## src/rtl/clock_divider_pkg.sv

```systemverilog
// Shared constants and elaboration helpers for the clock_divider block.
// Holds the counter width and the ratio-to-half-period arithmetic.
package clock_divider_pkg;

    localparam int COUNTER_WIDTH = 16;
    localparam int MIN_RATIO     = 2;
    localparam int MAX_RATIO     = 131072;

    // Registered divider state: half-period count plus the phase flop that drives clk_out.
    typedef struct packed {
        logic [COUNTER_WIDTH-1:0] count;
        logic                     phase;
    } div_state_t;

    localparam div_state_t DIV_STATE_IDLE = '{count: '0, phase: 1'b0};

    function automatic int half_of(input int ratio);
        return ratio / 2;
    endfunction

    function automatic bit ratio_is_legal(input int ratio);
        return (ratio >= MIN_RATIO) && (ratio <= MAX_RATIO) && ((ratio % 2) == 0);
    endfunction

endpackage

```

## src/rtl/clock_divider.sv

```systemverilog
// Even-ratio clock divider producing a 50% duty clk_out with selectable idle level.
// clk_out comes straight from a single flop XOR a quasi-static polarity, so it cannot glitch.
module clock_divider
    import clock_divider_pkg::*;
#(
    parameter int CLOCK_RATIO = 4
) (
    input  logic                     clk_in,
    input  logic                     sync_rst,
    input  logic                     clk_en,
    input  logic                     cpol,
    output logic [COUNTER_WIDTH-1:0] counter_out,
    output logic                     clk_out
);

    localparam int                       HALF       = half_of(CLOCK_RATIO);
    localparam logic [COUNTER_WIDTH-1:0] COUNT_LAST = COUNTER_WIDTH'(HALF - 1);

    if (!ratio_is_legal(CLOCK_RATIO)) begin : g_bad_ratio
        $fatal(1, "clock_divider: CLOCK_RATIO=%0d must be even and within 2..131072",
               CLOCK_RATIO);
    end

    div_state_t state_q;
    div_state_t state_d;

    // NOTE: every field gets its hold value first, so no path through the block
    // leaves a signal unassigned and no latch can be inferred.
    always_comb begin
        state_d = state_q;
        if (!clk_en) begin
            state_d = DIV_STATE_IDLE;
        end else if (state_q.count == COUNT_LAST) begin
            state_d.count = '0;
            state_d.phase = ~state_q.phase;
        end else begin
            state_d.count = state_q.count + COUNTER_WIDTH'(1);
        end
    end

    // NOTE: non-blocking assignment keeps every flop updating from pre-edge values.
    always_ff @(posedge clk_in) begin
        if (sync_rst) begin
            state_q <= DIV_STATE_IDLE;
        end else begin
            state_q <= state_d;
        end
    end

    assign counter_out = state_q.count;
    assign clk_out     = state_q.phase ^ cpol;

endmodule

```

## config.mk

```make
export PLATFORM = sky130hd
export DESIGN_NAME = clock_divider
export DESIGN_NICKNAME = d
export VERILOG_FILES = /design/src/rtl/clock_divider_pkg.sv /design/src/rtl/clock_divider.sv
export SDC_FILE = /design/constraint.sdc
export NUM_CORES = 1
export LEC_CHECK = 0
export CORE_UTILIZATION = 46
export CTS_BUF_LIST = sky130_fd_sc_hd__clkbuf_4
export CTS_CLUSTER_SIZE = 14
export DETAILED_ROUTE_END_ITERATION = 10
export PLACE_DENSITY = 0.83
export SYNTH_ARGS = -nofsm -noshare
export SYNTH_HDL_FRONTEND = slang
export SYNTH_SLANG_ARGS = --single-unit
export TNS_END_PERCENT = 30
```

## constraint.sdc

```tcl
create_clock -name clk_in -period 2.5 [get_ports clk_in]
set_input_delay 0.5 -clock clk_in [delete_from_list [all_inputs] [get_ports clk_in]]
set_output_delay 0.5 -clock clk_in [all_outputs]
set_load 0.02 [all_outputs]
```

Yosys cells after proc, flatten, opt, wreduce, memory -nomap -nowiden
Cells that the tools add are included.
Cells by class
  $add $sub $neg: 1
  equal/unequal tests: 1
  bitwise logic cells: 3
  reductions and logical operators: 2
Operators by type and width (number)
  adder 16 x 1 -> 16 bit (second input constant): 1
  equality test 16 x 1 -> 1 bit (second input constant): 1
  OR reduction 3 bit: 1
  inverter 1 bit: 2
  OR reduction 2 bit: 1
  XOR 1 bit: 1
Word-level totals
  flip-flop bits (word level): 17
  input port bits: 4
  logic and storage cells: 9

Logic depth before layout (Yosys ltp)
Gate-level depths: netlist of the first run.
  depth in word-level cells: 2
  gate-level depth with buffers: 7

Least setup slack after synthesis of the first run
Ideal clock, no wire load.
  path kind: register to register
  start point: register state_q (netlist bit counter_out[0])
  end point: register state_q (netlist bit counter_out[0])
  library setup time: 123 ps
  arrival time: 1338 ps
  setup slack: 1039 ps
  cell stages (with the launch flop): 7
  path buffers: 1
  cell sequence: dfxtp_1 > ha_1 > nor4b_1 > nand4_1 > nand3b_2 > buf_6 > nor2_1
On the way
  cells in the longest elaborated chain, start to end: 2
RTL lines
  start, declared: RTL line clock_divider.sv:24  | div_state_t state_q;
  start signal, assigned: RTL line clock_divider.sv:46  | state_q <= state_d;
  branches (longest 2 deep; another with adder 16 x 1 -> 16 bit)
Parallel ways; which one is timed is not known.
A chain may end at the register's enable or synchronous reset.

Worst setup path after layout of the first run
  start point: input port cpol
  end point: output port clk_out
On the way
  cells in the longest elaborated chain, start to end: 1
RTL lines
  start, declared: RTL line clock_divider.sv:11  | input logic cpol,
  XOR 1 bit: RTL line clock_divider.sv:51  | assign clk_out = state_q.phase ^ cpol;
  end, declared: RTL line clock_divider.sv:13  | output logic clk_out
Every way passes these cells.

==> impl_metrics.yaml, run 1 <==
synth:
  synthTopCellsByCount: "17 x dfxtp_1, 17 x nor2_1, 16 x buf_4"
  synth_fp_nets: 109
  syn_inst: 103
  synth_seq_cells: 17
  synth_cell_types: 18
  synthTopCellsByArea: "dfxtp_1 38%, buf_4 13%, xnor2_1 13%, nor2_1 7.0%, nor4_1 4.1%"
  yosys.area_share.simple_pct: 28.04
  yosysSeqAreaShare_pct: 37.57
  synth_top_family_by_area: "simple AND/OR/NAND/NOR gates"
  avgSynthCellArea_um2: 8.795
  netlist_area_um2: 905.9
  ys_warn_count: 0
  synth_compound_area_share_pct: 0
  synthFlopType: "dfxtp_1"
  muxShareOfSynthArea_pct: 0
  async_reset_ff_share_pct: 0
  synthAdderAreaFrac_pct: 2.762
  yosysTopAreaCell: "dfxtp_1"
  synth_top_area_share_pct: 37.57
  synth_edf_count: 0
  synth_xor_area_share_pct: 15.47
sta:
  grt_setup_unrepaired: "no"
  finClkSkew_ns: 0.001640
  report.final.slew_viol_count: 0
  setup_viol: 0
  finalHoldViolCount: 0
  post-route-period-util_pct: 89.59
  fmax_mhz: 446.5
  worst_pin_slew_ns: 0.3658
  min_period_ns: 2.240
  tns_ns: 0
  slew_headroom_pct: 75.39
clock_network:
  tritoncts: "done"
  path_clk_slew_ns: 0.09
  htreeDepth: 1
  insertion_delay_ns: 0.29
  cts_buffers: 3
  clock_sinks: 17
  cts_root_buffer: "clkbuf_4"
  cts_hold_buf: 0
  cts_setup_buffers: 0
  cts_resized: 0
  cts_buffer_depth: 2
die:
  fp.dieW_um: 46.38
  core.rowCount: 15
  io_pins: 21
  die_h_um: 46.38
  initial_core_util_pct: 50.81
  core-area_um2: 1783
  fp.dieArea_um2: 2151
worst_hold_path:
  hp-start: "counter_out[0]"
  hold_class: "flip-flop to flip-flop"
  min_to: "counter_out[0]"
  holdPathStages: 1
routing:
  drc: 0
  routed_wl_um: 1701
  ant_nets: 0
  avgViaCountPerCell: 5.215
  wl_per_cell_um: 12.60
  drt_iter0_drc: 7
  first_pass_iters: 4
  vias: 704
placed_design:
  dp_hpwl_um: 1233
  dpl_cell_area_um2: 1006
  gp_congestion: 0.8162
  io_buffers: 20
setup_path:
  critPathMaxFanout: 1
  cp-end-kind: "output pin"
  rr_startpoint: "counter_out[0]"
  startpoint_type: "input pin"
  cp.arrival_ns: 1.74
  reg2reg_depth: 5
  rr_endpoint: "counter_out[5]"
  r2r_slack_ns: 0.80
  critical_path_class: "input pin to output pin"
  required_ns: 2.00
outcome:
  status: "finished, final reports clean"
layout:
  area_delta_synth_final_pct: 14.36
  utilization_pct: 58.11
  nets: 117
  stdcell_area_um2: 1036
  antennaDiodeCount: 0
  layout-drive-gt1-share_pct: 7.273
flow_run:
  drv_cap: 0
global_routing:
  grt_overflow: 0
  grt_max_degree: 17
  grt_usage_pct: 18.31
  grt_pass1_vias: 646
  grt_pass1_wl_um: 2753
  antenna_found_initial: 0
pwr:
  vdd_drop_max_mv: 0.3069
  power.density_nw_per_um2: 443.6
  power_leakage_nw: 0.3199
==> placed cells by master (no fill, tap or decap), types with 4 or more instances in the layout <==
cell / count
clkdlybuf4s50_1: 20
nor2_1: 17
dfxtp_1: 17
xnor2_1: 13
nor4_1: 6
nor3_1: 5
nand4_1: 5
inv_1: 4
nand2_1: 4
nand3_1: 4
clkbuf_4: 4
==> registers in the layout, indices dropped and copies added (netlist names) <==
signal / flops
state_q: 1
counter_out: 16
==> layer usage <==
layer / vias to the layer above / GRT usage, % / part of all wire, %
met1: 334 / 20.24 / 45
li1: 349 / - / -
met2: 17 / 30.83 / 48
met4: 0 / 8.235 / 1.7
met3: 4 / 6.667 / 4.8
met5: - / 0 / 0
==> worst max-delay path, stage by stage <==
cell and delay, ns:
clkdlybuf4s50_1 0.47, xor2_1 0.15, clkdlybuf4s50_1 0.62
==> per-stage QoR <==
step	hold slack (ns)	setup slack, ns	total power [mW]	instances
after CTS	0.5522	0.2564	0.4645	135
after global routing	0.5845	0.2053	0.4795	135
final	0.5459	0.2601	0.4596	135
after floorplan	0.4862	1.039	0.3006	103
after global placement	0.5066	0.2760	0.3099	131
after detailed placement	0.5261	0.2618	0.3108	131
==> cells by family after synthesis <==
group | Yosys count
and+or+nand+nor | 47
buffers and inverters | 21
DFF | 17
xor gates and xnor gates | 16
adders and majority gates | 2
==> power breakdown <==
group	switching, mW	leakage (nW)	internal (mW)
sequential	0.00367	0.137	0.273
clock	0.0823	0.0184	0.0729
combinational	0.0142	0.164	0.0137
total	0.100	0.320	0.359
==> worst max-delay path by stage <==
stage                   startpoint              to  slack [ns]  cells past startpoint
global route                  cpol         clk_out        0.21                      3
global placement              cpol         clk_out        0.28                      3
CTS                           cpol         clk_out        0.26                      3
floorplan           counter_out[0]  counter_out[0]        1.04                      6
detailed placement            cpol         clk_out        0.26                      3
finish                        cpol         clk_out        0.26                      3
==> cell type report <==
cell class	instances	area, um2
Multi-Input combinational cell	65	419.2
Fill cell	167	747.0
Clock buffer	4	30.03
Tap cell	25	31.28
Inverter	4	15.01
Sequential cell	17	340.3
Timing Repair Buffer	20	200.2
Power figures use the tool's default switching activity.
==> inputs of run 2 (changes only) <==
--- a/config.mk
+++ b/config.mk
@@ -9,7 +9,7 @@
 export CTS_BUF_LIST = sky130_fd_sc_hd__clkbuf_4
 export CTS_CLUSTER_SIZE = 14
 export DETAILED_ROUTE_END_ITERATION = 10
-export PLACE_DENSITY = 0.83
+export PLACE_DENSITY = 0.85
 export SYNTH_ARGS = -nofsm -noshare
 export SYNTH_HDL_FRONTEND = slang
 export SYNTH_SLANG_ARGS = --single-unit
==> run 2 against run 1 <==
Combinational power barely moved. Fmax decreased by 1.3%. Core utilization fell by 0.14 points. Clock skew grew 0.0082 ns. Total power shrank 2.5%. Global-route usage is 1.5 points lower. Final area decreased by 0.24%. Sequential cell count unchanged. First-iteration DRC count rose by 71%. Worst hold slack better by 0.0045 ns. Die area stayed put. Largest cell class unchanged. Highest routed layer unchanged.
==> impl_metrics.yaml, run 2 (synthesized netlist as in run 1, its figures left out) <==
routing:
  drt_iter0_drc: 12
  avgViaCountPerCell: 5.200
  drc: 0
  wl_per_cell_um: 11.98
  ant_nets: 0
  first_pass_iters: 4
  routed_wl_um: 1617
  vias: 702
clock_network:
  cts_buffers: 3
  cts_root_buffer: "clkbuf_4"
  path_clk_slew_ns: 0.10
  tritoncts: "done"
  cts_setup_buffers: 0
  clock_sinks: 17
  insertion_delay_ns: 0.29
  htreeDepth: 1
  cts_hold_buf: 0
  cts_resized: 0
  cts_buffer_depth: 2
global_routing:
  grt_usage_pct: 16.79
  grt_overflow: 0
  grt_pass1_wl_um: 2518
  grt_max_degree: 17
  antenna_found_initial: 0
  grt_pass1_vias: 607
sta:
  min_period_ns: 2.268
  whs_ns: 0.5504
  finalHoldViolCount: 0
  report.final.slew_viol_count: 0
  setup_viol: 0
  post-route-period-util_pct: 90.73
  tns_ns: 0
  fmax_mhz: 440.9
  grt_setup_unrepaired: "no"
  finClkSkew_ns: 0.009820
  slew_headroom_pct: 75.18
  worst_pin_slew_ns: 0.3703
pwr:
  power_leakage_nw: 0.3192
  vdd_drop_max_mv: 0.3592
  power.density_nw_per_um2: 433.6
setup_path:
  worstPathCellList: "clkdlybuf4s50_1 > xor2_1 > clkdlybuf4s50_1"
  critPathMaxFanout: 1
  cp.arrival_ns: 1.77
  startpoint_type: "input pin"
  crit_path_frequent_cell: "clkdlybuf4s50_1"
  critical_path_class: "input pin to output pin"
  crit_slowest_cell: "clkdlybuf4s50_1"
  required_ns: 2.00
  cp-end-kind: "output pin"
  cp_slowest_stage_delay_ns: 0.62
layout:
  antennaDiodeCount: 0
  mostFrequentLayoutCell: "clkdlybuf4s50_1"
  largest_reg_flops: 16
  nets: 117
  layout-drive-gt1-share_pct: 7.273
  layout_common_cells: "20 x clkdlybuf4s50_1, 17 x nor2_1, 17 x dfxtp_1"
  area_delta_synth_final_pct: 14.09
placed_design:
  dp_hpwl_um: 1208
  io_buffers: 20
  gp_congestion: 0.8100
flow_run:
  drv_cap: 0
outcome:
  status: "finished, final reports clean"
die:
  fp.dieW_um: 46.38
  die_h_um: 46.38
  core-area_um2: 1783
  initial_core_util_pct: 50.81
  core.rowCount: 15
  fp.dieArea_um2: 2151
  io_pins: 21
worst_hold_path:
  hold_class: "flip-flop to flip-flop"
==> run 2: changes by cell type in the layout (fill, tap and decap cells not counted), sizes merged <==
cell	before	now
clkinv	0	1
clkbuf	4	3
==> run 2: through the flow <==
step	utilization (%)	cells	instance area [um2]	power, mW	setup slack [ns]
after floorplan	-	103	905.9	0.3006	1.039
after global placement	56.42	131	1006	0.3097	0.2787
after detailed placement	56.42	131	1006	0.3112	0.2225
after CTS	57.96	135	1033	0.4538	0.2281
after global routing	57.96	135	1033	0.4633	0.1970
final	57.96	135	1033	0.4482	0.2317
==> run 2: per-layer routing <==
layer  up-vias  global-route usage, %  part of all wire, %
li1        345                      -                    -
met3         2                  7.059                  5.9
met4         0                  7.647                 0.43
met2        25                  26.94                   52
met1       330                  19.09                   42
met5         -                      0                    0
==> run 2: path summary, 6_finish.rpt <==
kind | from | endpoint | slack, ns | cells after the start
worst min-delay path | counter_out[0] | counter_out[0] | 0.55 | 1
worst max register to register | counter_out[0] | counter_out[12] | 0.78 | 5
worst max-delay path | cpol | clk_out | 0.23 | 3
worst min register to register | counter_out[0] | counter_out[0] | 0.55 | 1
==> run 2: layout make-up <==
cell class,count,area [um2]
Fill cell,165,749.5
Sequential cell,17,340.3
Inverter,4,15.01
Timing Repair Buffer,20,200.2
Tap cell,25,31.28
Multi-Input combinational cell,65,419.2
Clock inverter,1,5.005
Clock buffer,3,22.52
==> run 2: critical path, delay by kind of cell <==
family	cells	cell delay (ns)
buffers and inverters	2	1.10
XOR/XNOR	1	0.16
==> run 2: where the power goes <==
part / internal, mW / total (mW) / switching [mW]
Sequential: 0.273 / 0.277 / 0.00373
Combinational: 0.0136 / 0.0281 / 0.0144
Clock: 0.0595 / 0.144 / 0.0840
==> inputs of run 3 (changes only) <==
--- a/config.mk
+++ b/config.mk
@@ -5,6 +5,7 @@
 export SDC_FILE = /design/constraint.sdc
 export NUM_CORES = 1
 export LEC_CHECK = 0
+export CORE_ASPECT_RATIO = 0.7
 export CORE_UTILIZATION = 46
 export CTS_BUF_LIST = sky130_fd_sc_hd__clkbuf_4
 export CTS_CLUSTER_SIZE = 14
==> run 3 against run 2 <==
Global-route usage is 1.5 points higher. First-iteration DRC count is 83% higher. Register-to-register slack hardly changed. Routed wire length is 2.4% lower. Clock-buffer cell count is 1 higher. Clock power is 8% higher. Die area is 0.14% higher. Worst hold slack worse by 0.0039 ns. Core utilization is 2.3 points lower. Sequential power hardly changed. Clock skew is 0.0077 ns lower. Via count is 2.0% lower. Largest cell class unchanged.
==> impl_metrics.yaml, run 3 (synthesized netlist as in run 1, its figures left out) <==
outcome:
  status: "finished, final reports clean"
routing:
  drc: 0
  avgViaCountPerCell: 5.212
  vias: 688
  wl_per_cell_um: 11.95
  first_pass_iters: 4
  routed_wl_um: 1578
  drt_iter0_drc: 22
  ant_nets: 0
die:
  io_pins: 21
  fp.dieArea_um2: 2154
  fp.dieW_um: 55.04
  die_h_um: 39.13
  core-area_um2: 1854
  core.rowCount: 13
  initial_core_util_pct: 48.85
sta:
  finClkSkew_ns: 0.002074
  worst_pin_slew_ns: 0.3826
  tns_ns: 0
  post-route-period-util_pct: 89.16
  whs_ns: 0.5465
  slew_headroom_pct: 74.26
  setup_slack_ns: 0.2711
  grt_setup_unrepaired: "no"
  report.final.slew_viol_count: 0
  finalHoldViolCount: 0
  setup_viol: 0
  fmax_mhz: 448.7
  min_period_ns: 2.229
global_routing:
  grt_usage_pct: 18.25
  grt_pass1_wl_um: 2670
  antenna_found_initial: 0
  grt_max_degree: 17
  grt_overflow: 0
  grt_pass1_vias: 607
layout:
  layout-drive-gt1-share_pct: 7.273
  fin_cells: 132
  mostFrequentLayoutCell: "clkdlybuf4s50_1"
  largest_reg_flops: 16
  antennaDiodeCount: 0
  nets: 117
  utilization_pct: 55.67
  area_delta_synth_final_pct: 13.95
  stdcell_area_um2: 1032
  layout_common_cells: "20 x clkdlybuf4s50_1, 17 x nor2_1, 17 x dfxtp_1"
clock_network:
  cts_setup_buffers: 0
  cts_buffers: 3
  cts_root_buffer: "clkbuf_4"
  insertion_delay_ns: 0.29
  tritoncts: "done"
  cts_buffer_depth: 2
  cts_resized: 0
  htreeDepth: 1
  clock_sinks: 17
  cts_hold_buf: 0
  path_clk_slew_ns: 0.09
setup_path:
  critPathMaxFanout: 1
  crit_family: "buffers and inverters"
  crit_path_frequent_cell: "clkdlybuf4s50_1"
  crit_buf_inv: 2
  critical_path_class: "input pin to output pin"
  required_ns: 2.00
  crit_slowest_cell: "clkdlybuf4s50_1"
  cp-end-kind: "output pin"
  cp.arrival_ns: 1.73
  worstPathCellList: "clkdlybuf4s50_1 > xor2_1 > clkdlybuf4s50_1"
  cp_slowest_stage_delay_ns: 0.62
  startpoint_type: "input pin"
worst_hold_path:
  hold_class: "flip-flop to flip-flop"
placed_design:
  dp_cells: 128
  dpl_cell_area_um2: 1002
  dp_hpwl_um: 1162
  dp_slack_ns: 0.2746
  io_buffers: 20
  gp_congestion: 0.9222
pwr:
  total_power_uw: 460.0
  power_leakage_nw: 0.3199
  power.density_nw_per_um2: 445.7
  vdd_drop_max_mv: 0.2739
flow_run:
  drv_cap: 0
run 3: routing by layer:
layer	GRT usage, %	part of all wire (%)	vias to the layer above
li1	-	-	345
met1	22.35	46	310
met2	28.92	46	30
met3	8.627	7.2	3
met4	3.750	0.70	0
met5	0	0	-
run 3: worst paths after layout:
check / endpoint / depth (start not counted) / from / slack (ns)
max: clk_out / 3 / cpol / 0.27
max reg2reg: counter_out[6] / 5 / counter_out[0] / 0.79
min: counter_out[0] / 1 / counter_out[0] / 0.55
min reg2reg: counter_out[0] / 1 / counter_out[0] / 0.55
run 3: cell type report:
type	count	area (um2)
flip-flops and latches	17	340.3
multi-input cells	65	419.2
clock buffers	4	30.03
repair buffers	20	200.2
inverters	4	15.01
fillers	171	822.0
well taps	22	27.53
run 3: report_power, final:
group | internal [mW] | switching, mW | leakage [nW] | total, mW
registers | 0.273 | 0.00369 | 0.137 | 0.276
clock network | 0.0730 | 0.0826 | 0.0184 | 0.156
logic | 0.0138 | 0.0142 | 0.164 | 0.0280
total | 0.360 | 0.100 | 0.320 | 0.460
